==> src/rtl/interface_frame_writer.sv <==
// Host-side frame writer: turns connect/disconnect/send commands plus a handshaked
// payload stream into header, length and payload words for a downstream FIFO.
module interface_frame_writer #(
  parameter int DATA_W     = 8,
  parameter int HOST_AW    = 4,
  parameter int LEN_W      = 8,
  parameter int LEN_OFFSET = 21
) (
  input  logic               clk,
  input  logic               rst,
  input  logic               full_i,
  input  logic               connect_req_i,
  input  logic               disconnect_req_i,
  input  logic               send_req_i,
  input  logic [HOST_AW-1:0] host_addr_i,
  input  logic [LEN_W-1:0]   msg_len_i,
  input  logic [DATA_W-1:0]  msg_data_i,
  input  logic               msg_valid_i,
  output logic               msg_ready_o,
  output logic               cmd_ack_o,
  output logic               done_o,
  output logic               busy_o,
  output logic [DATA_W-1:0]  data_o,
  output logic               writereq_o
);

  typedef enum logic [1:0] {
    S_IDLE,
    S_LEN,
    S_PAYLOAD
  } state_t;

  localparam logic [2:0] OP_CONNECT    = 3'b000;
  localparam logic [2:0] OP_DISCONNECT = 3'b001;
  localparam logic [2:0] OP_SEND       = 3'b010;

  state_t              state, state_d;
  logic [LEN_W-1:0]    len_q, len_d;
  logic [LEN_W-1:0]    rem_q, rem_d;
  logic [DATA_W-1:0]   data_d;
  logic                wr_d, ack_d, done_d;

  // Header word: opcode in the low bits, host address above it, zero padding on top.
  function automatic logic [DATA_W-1:0] header(input logic [HOST_AW-1:0] host,
                                               input logic [2:0] op);
    logic [DATA_W-1:0] h;
    h = '0;
    h[HOST_AW+2:0] = {host, op};
    return h;
  endfunction

  assign msg_ready_o = (state == S_PAYLOAD) && !full_i;

  always_comb begin
    // NOTE: every signal written here gets a default first, so no path can infer a latch.
    state_d = state;
    len_d   = len_q;
    rem_d   = rem_q;
    data_d  = data_o;
    wr_d    = 1'b0;
    ack_d   = 1'b0;
    done_d  = 1'b0;

    case (state)
      S_IDLE: begin
        if (!full_i) begin
          if (connect_req_i) begin
            data_d = header(host_addr_i, OP_CONNECT);
            wr_d   = 1'b1;
            ack_d  = 1'b1;
          end else if (disconnect_req_i) begin
            data_d = header(host_addr_i, OP_DISCONNECT);
            wr_d   = 1'b1;
            ack_d  = 1'b1;
          end else if (send_req_i) begin
            data_d  = header(host_addr_i, OP_SEND);
            wr_d    = 1'b1;
            ack_d   = 1'b1;
            len_d   = msg_len_i;
            state_d = S_LEN;
          end
        end
      end

      S_LEN: begin
        if (!full_i) begin
          // Length word wraps modulo 2^DATA_W.
          data_d = DATA_W'(len_q) + DATA_W'(LEN_OFFSET);
          wr_d   = 1'b1;
          if (len_q == '0) begin
            done_d  = 1'b1;
            state_d = S_IDLE;
          end else begin
            rem_d   = len_q;
            state_d = S_PAYLOAD;
          end
        end
      end

      S_PAYLOAD: begin
        if (msg_ready_o && msg_valid_i) begin
          data_d = msg_data_i;
          wr_d   = 1'b1;
          rem_d  = rem_q - LEN_W'(1);
          if (rem_q == LEN_W'(1)) begin
            done_d  = 1'b1;
            state_d = S_IDLE;
          end
        end
      end

      default: state_d = S_IDLE;
    endcase
  end

  // NOTE: asynchronous reset clears state and every registered output, aborting any frame.
  always_ff @(posedge clk or posedge rst) begin
    if (rst) begin
      state      <= S_IDLE;
      len_q      <= '0;
      rem_q      <= '0;
      data_o     <= '0;
      writereq_o <= 1'b0;
      cmd_ack_o  <= 1'b0;
      done_o     <= 1'b0;
      busy_o     <= 1'b0;
    end else begin
      // NOTE: non-blocking assignments keep all registers updating from pre-edge values.
      state      <= state_d;
      len_q      <= len_d;
      rem_q      <= rem_d;
      data_o     <= data_d;
      writereq_o <= wr_d;
      cmd_ack_o  <= ack_d;
      done_o     <= done_d;
      busy_o     <= (state_d != S_IDLE);
    end
  end

endmodule

==> config.mk <==
export PLATFORM = sky130hd
export DESIGN_NAME = interface_frame_writer
export DESIGN_NICKNAME = d
export VERILOG_FILES = /design/src/rtl/interface_frame_writer.sv
export SDC_FILE = /design/constraint.sdc
export NUM_CORES = 1
export LEC_CHECK = 0
export CORE_MARGIN = 10
export CORE_UTILIZATION = 30
export CTS_CLUSTER_DIAMETER = 60
export DETAILED_ROUTE_END_ITERATION = 8
export DONT_BUFFER_PORTS = 1
export SYNTH_ARGS = -nofsm -noshare
export SYNTH_HDL_FRONTEND = slang
export SYNTH_SLANG_ARGS = --single-unit
==> constraint.sdc <==
create_clock -name clk -period 1.9 [get_ports clk]
set_input_delay 0.38 -clock clk [delete_from_list [all_inputs] [get_ports clk]]
set_output_delay 0.38 -clock clk [all_outputs]
set_load 0.02 [all_outputs]
==> summary.md, run 1 <==
| Metric | Value |
|---|---|
| Layout Cells excl Fill | `294` |
| VDD IR max | `0.0008810 V` |
| Vias in the first global route | `1582` |
| CP max-delay cell | `or4_4` |
| Worst relative slew slack | `66.66%` |
| Drt pass-1 iters | `4` |
| DRT Wirelength | `5331 um` |
| Final min period | `2.010 ns` |
| DP Worst Slack | `-0.06365 ns` |
| CTS root buf | `clkbuf_8` |
| GR Util met3 | `3.806%` |
| Fin nets | `253` |
| Setup slack, reg-to-reg | `-0.11 ns` |
| First-pass GRT wire length | `8500 um` |
| # diodes | `0` |
| Ys flop type | `dfrtp_1` |
| Grt met2 use | `16.28%` |
| Routed Antenna Nets | `0` |
| Critical Path Stages | `7` |
| FF-to-FF Start | `len_q[0]` |
| Post-synthesis cell area | `1898 um2` |
| Vias | `1643` |
| Yosys warns | `0` |
| Die Ht | `99.54 um` |
| Setup TNS | `-0.8143 ns` |
| CTS sink cnt | `30` |
| GRT met1 Usage | `13.22%` |
| R2R Path End | `rem_q[6]` |
| Post-synth top area share | `39.55%` |
| Largest net degree at the start of global routing | `31` |
| Crit start category | `register` |
| CP Launch Point | `len_q[0]` |
| Setup Crit Path Kind | `reg2reg` |
| EDFF count, synth | `0` |
| Fmax | `497.5 MHz` |
| Bufs on Longest Clock Path | `2` |
| Leak | `0.9298 nW` |
| GRT Util Overall | `10.43%` |
| WHS | `0.07329 ns` |
| Top delay family on crit path | `simple AND/OR/NAND/NOR gates` |
| Initial core utilization | `31.50%` |
| Syn-to-layout area delta | `26.43%` |
| Most frequent cells after synthesis | `dfrtp_1 (30), nand2_1 (18), inv_1 (14), mux2_2 (14), o21ai_0 (13)` |
| Avg WL per Cell | `18.13 um` |
| Cells on worst reg2reg path | `7` |
| Tot Pwr | `4.093 mW` |
| IO buf count | `0` |
| Num rows | `28` |
| DP Cell Count | `283` |
| Max Cap Violations | `0` |
| Pwr dens | `1706 nW/um2` |
| Synthesized flop and latch total | `30` |
| IO Count | `40` |
| Crit-path max FO | `5` |
| Number of distinct library cells after synthesis | `46` |
| Worst-path clk slew | `0.07 ns` |
| Worst endpoint data arrival time | `2.17 ns` |
| H-Tree Level Count | `2` |
| Clk_lat worst skew | `0.28 ns` |
| Worst Clk Skew | `0.006780 ns` |
| Failing checks | `negative setup slack` |
| Cts bufs inserted | `5` |
| Placed Area | `2235 um2` |
| Period utilization | `105.8%` |
| Measured slew at the worst slew-check pin | `0.4932 ns` |
| Synth Area per Inst | `9.586 um2` |
| Post-synth ARST share | `100.0%` |
| Drc violations | `0` |
| Layout cells sized above 1 | `36.07%` |
| TritonCTS clock tree | `done` |
| Die ar. | `9908 um2` |
| Cts hold-fix bufs | `0` |
| Core area | `6026 um2` |
| Chip width | `99.54 um` |
| Count leader, synth | `dfrtp_1` |
| Cells after synthesis | `198` |
| Synth area leaders | `dfrtp_1 (40%), mux2_2 (8.3%), ha_1 (5.3%), nand2_1 (3.6%), o21ai_0 (3.4%)` |
| Vias/cell | `5.588` |
| CP Capture Type | `register` |
| Worst Setup EP | `rem_q[6]` |
| RSZ-0062 raised after global routing | `yes` |
| Total grt overflow | `0` |
| Antenna violations before repair | `0` |
| Final Max Tran Viols | `0` |
| Fin area | `2400 um2` |
| RePlAce Congestion | `0.8339` |
| Slowest Stage Delay on Critical Path | `0.48 ns` |
| Worst path bufs/invs | `2` |
| Gr busiest metal | `met2` |
| Largest area contributor in the netlist | `dfrtp_1` |
| Cells along the critical path | `inv_2 > ha_1 > or4b_4 > or4_4 > buf_12 > a31oi_4 > a21oi_2` |
| Data required, critical path | `2.06 ns` |
| Final Hold Vio Count | `0` |
| Final HPWL DP | `4015 um` |
| Post-layout util | `39.83%` |
| Post-Syn Nets | `233` |
| Final Setup Violations | `11` |
| Hold WC Path Type | `in2async` |
| Status | `finished, violations left` |
| Final worst slack | `-0.1099 ns` |
| Post-synthesis sequential area ratio | `39.55%` |
| DRT iter0 DRCs | `121` |
power by group:
part           internal, mW  switching (mW)
clock                 0.292           0.249
combinational          1.05            1.19
sequential            0.930           0.383
total                  2.27            1.82
per-layer routing:
| metal | routed length, um | up-vias |
|---|---|---|
| met5 | 0 | - |
| met4 | 36 | 0 |
| met3 | 500 | 5 |
| met2 | 2458 | 53 |
| met1 | 2335 | 809 |
| li1 | - | 776 |
cells in the final DEF, fill, tap and decap left out, types with 4 or more instances in the layout:
cell type  synthesis  layout
dfrtp_1           30      30
clkbuf_8           0       6
ha_1               8       6
nand2_1           18      17
o32ai_1            5       5
a21oi_2            6       7
nand2b_1           4       4
o21ai_0           13      13
nor3_1             4       4
inv_1             14       9
buf_4              1      23
a31oi_4            0       7
or3_1              4       4
nor2_1            10      10
mux2_2            14      14
inv_2              0       5
sequential cells by signal, indices dropped and copies added, names as in the netlist:
signal / cells
data_o: 8
done_o: 1
writereq_o: 1
rem_q: 8
busy_o: 1
len_q: 8
state: 2
cmd_ack_o: 1
final cells by class:
type	instances	area, um2
clock buffers	7	86.33
clock inverters	1	5.005
fillers	618	3626
inverters	14	52.55
multi-input cells	142	1194
flip-flops and latches	30	750.7
well taps	75	93.84
repair buffers	25	217.7
worst min-delay path by stage:
stage,slack [ns],endpoint,cells after the start
2_1_floorplan,0.47,busy_o,1
3_3_place_gp,0.38,state[1],2
3_5_place_dp,0.39,busy_o,2
4_1_cts,0.08,data_o[7],2
5_1_grt,0.11,state[1],2
6_report,0.07,state[1],2
logic make-up after synthesis:
group           synth area share [%]
simple gates                   16.61
compound gates                 22.22
flops                          39.55
buf+inv                        6.526
mux                            9.361
fa+ha+maj                      5.274
xor+xnor                      0.4615
what timing repair did:
item | CTS | global route
endpoints found under the hold margin | 0 | 0
setup buffers | 0 | 2
resized for setup | 1 | 6
pin swaps | 0 | 4
cloned | 0 | 1
endpoints found under the setup margin | 9 | 11
Power figures use the tool's default switching activity.
==> run 2, diff against run 1 <==
--- a/config.mk
+++ b/config.mk
@@ -7,6 +7,7 @@
 export LEC_CHECK = 0
 export CORE_MARGIN = 10
 export CORE_UTILIZATION = 30
+export CTS_BUF_LIST = sky130_fd_sc_hd__clkbuf_4
 export CTS_CLUSTER_DIAMETER = 60
 export DETAILED_ROUTE_END_ITERATION = 8
 export DONT_BUFFER_PORTS = 1
==> run 2 against run 1 <==
Non-clock buffer count is the same. Sequential cell count stayed put. Setup slack got worse by 0.016 ns. Via count shrank 0.43%. Largest power group unchanged. The run ends with negative hold slack, negative setup slack left.
==> summary.md, run 2 (synthesis gave the netlist of run 1 again) <==
| Metric | Value |
|---|---|
| CTS root buf | `clkbuf_4` |
| Period utilization | `106.6%` |
| Biggest regs | `data_o: 8 flops, len_q: 8 flops, rem_q: 8 flops` |
| Post-layout util | `39.22%` |
| Die Ht | `99.54 um` |
| Fmax | `493.7 MHz` |
| Layout Cells excl Fill | `294` |
| Failing checks | `negative hold slack, negative setup slack` |
| Measured slew at the worst slew-check pin | `0.4958 ns` |
| IO Count | `40` |
| Cts hold-fix bufs | `0` |
| Bufs on Longest Clock Path | `2` |
| Worst-path clk slew | `0.11 ns` |
| Crit-path max FO | `4` |
| Final Hold Vio Count | `5` |
| Chip width | `99.54 um` |
| WHS | `-0.007429 ns` |
| Commonest non-fill, non-tap cell in the layout | `dfrtp_1` |
| Status | `finished, violations left` |
| Routed Antenna Nets | `0` |
| Fin area | `2364 um2` |
| Leak | `0.9131 nW` |
| RePlAce Congestion | `0.8339` |
| IO buf count | `0` |
| CTS sink cnt | `30` |
| Pwr dens | `1673 nW/um2` |
| Data required, critical path | `2.15 ns` |
| Num rows | `28` |
| Final min period | `2.026 ns` |
| H-Tree Level Count | `2` |
| Die ar. | `9908 um2` |
| DRT Wirelength | `5360 um` |
| First-pass GRT wire length | `8562 um` |
| Antenna violations before repair | `0` |
| Worst relative slew slack | `66.53%` |
| Fill cells | `625` |
| Drc violations | `0` |
| Final Max Tran Viols | `0` |
| DP Worst Slack | `-0.06365 ns` |
| GRT Util Overall | `10.51%` |
| Avg WL per Cell | `18.23 um` |
| Setup TNS | `-0.9651 ns` |
| Hold WC Path Type | `in2async` |
| RSZ-0062 raised after global routing | `yes` |
| Vias in the first global route | `1590` |
| Worst endpoint data arrival time | `2.27 ns` |
| Most frequent cells in the layout | `dfrtp_1 (29), buf_4 (23), nand2_1 (17)` |
| Syn-to-layout area delta | `24.52%` |
| Setup Crit Path Kind | `reg2reg` |
| Final worst slack | `-0.1255 ns` |
| Final Setup Violations | `11` |
| Drt pass-1 iters | `4` |
| Crit start category | `register` |
| Worst Clk Skew | `0.01334 ns` |
| DRT iter0 DRCs | `97` |
| Final HPWL DP | `4015 um` |
| Initial core utilization | `31.50%` |
| Vias/cell | `5.565` |
| Total grt overflow | `0` |
| Largest net degree at the start of global routing | `31` |
| DP Cell Count | `283` |
| # diodes | `0` |
| Fin nets | `253` |
| Layout cells sized above 1 | `36.53%` |
| Max Cap Violations | `0` |
| Cts bufs inserted | `5` |
| Core area | `6026 um2` |
| Clk_lat worst skew | `0.35 ns` |
| VDD IR max | `0.0007563 V` |
| TritonCTS clock tree | `done` |
| Vias | `1636` |
| CP Capture Type | `register` |
| Placed Area | `2235 um2` |
[run 2: final timing paths]
path,startpoint,to,slack (ns),cells past startpoint
max,len_q[0],done_o,-0.13,6
min,rst,state[1],-0.007,2
max reg2reg,len_q[0],done_o,-0.13,6
min reg2reg,rem_q[4],rem_q[4],0.58,2
max in group asynchronous,rst,state[0],1.60,2
min in group clk,full_i,done_o,0.10,1
[run 2: worst max-delay path: stages (launching register included)]
cell	delay, ns
dfrtp_1	0.40
inv_2	0.06
ha_1	0.13
or4b_4	0.46
or4_4	0.48
clkbuf_16	0.19
a211oi_2	0.20
[run 2: per-layer routing]
| layer | GRT usage (%) | up-vias | share of wire [%] |
|---|---|---|---|
| met5 | 0 | - | 0 |
| met4 | 2.977 | 0 | 1.1 |
| met3 | 3.737 | 7 | 8.2 |
| met2 | 16.33 | 48 | 47 |
| met1 | 13.34 | 807 | 44 |
| li1 | - | 774 | - |
[run 2: metrics by stage]
| stage | power, mW | hold slack [ns] |
|---|---|---|
| after detailed placement | 3.472 | 0.3872 |
| final | 3.955 | -0.007429 |
| after CTS | 3.875 | 0.008517 |
| after global routing | 4.271 | 0.03129 |
| after global placement | 3.439 | 0.3808 |
| after floorplan | 2.826 | 0.4708 |
[run 2: where the power goes]
part	total [mW]	switching, mW	internal, mW
sequential	1.31	0.380	0.928
combinational	2.25	1.20	1.05
clock	0.397	0.244	0.153
[run 2: timing repair]
item                       4_1_cts  5_1_grt
gates resized for setup          1        7
pin swaps                        0        3
setup endpoints to repair        9       12
buffers inserted                 0        2
cloned                           0        1
[run 2: final cells by class]
class / instances / area, um2 / share of cell area, %
clock buffers: 6 / 45.04 / 1.906
clock inverters: 2 / 8.758 / 0.3706
inverters: 14 / 52.55 / 2.223
multi-input cells: 142 / 1194 / 50.50
flip-flops and latches: 30 / 752.0 / 31.82
well taps: 75 / 93.84 / 3.970
repair buffers: 25 / 217.7 / 9.211
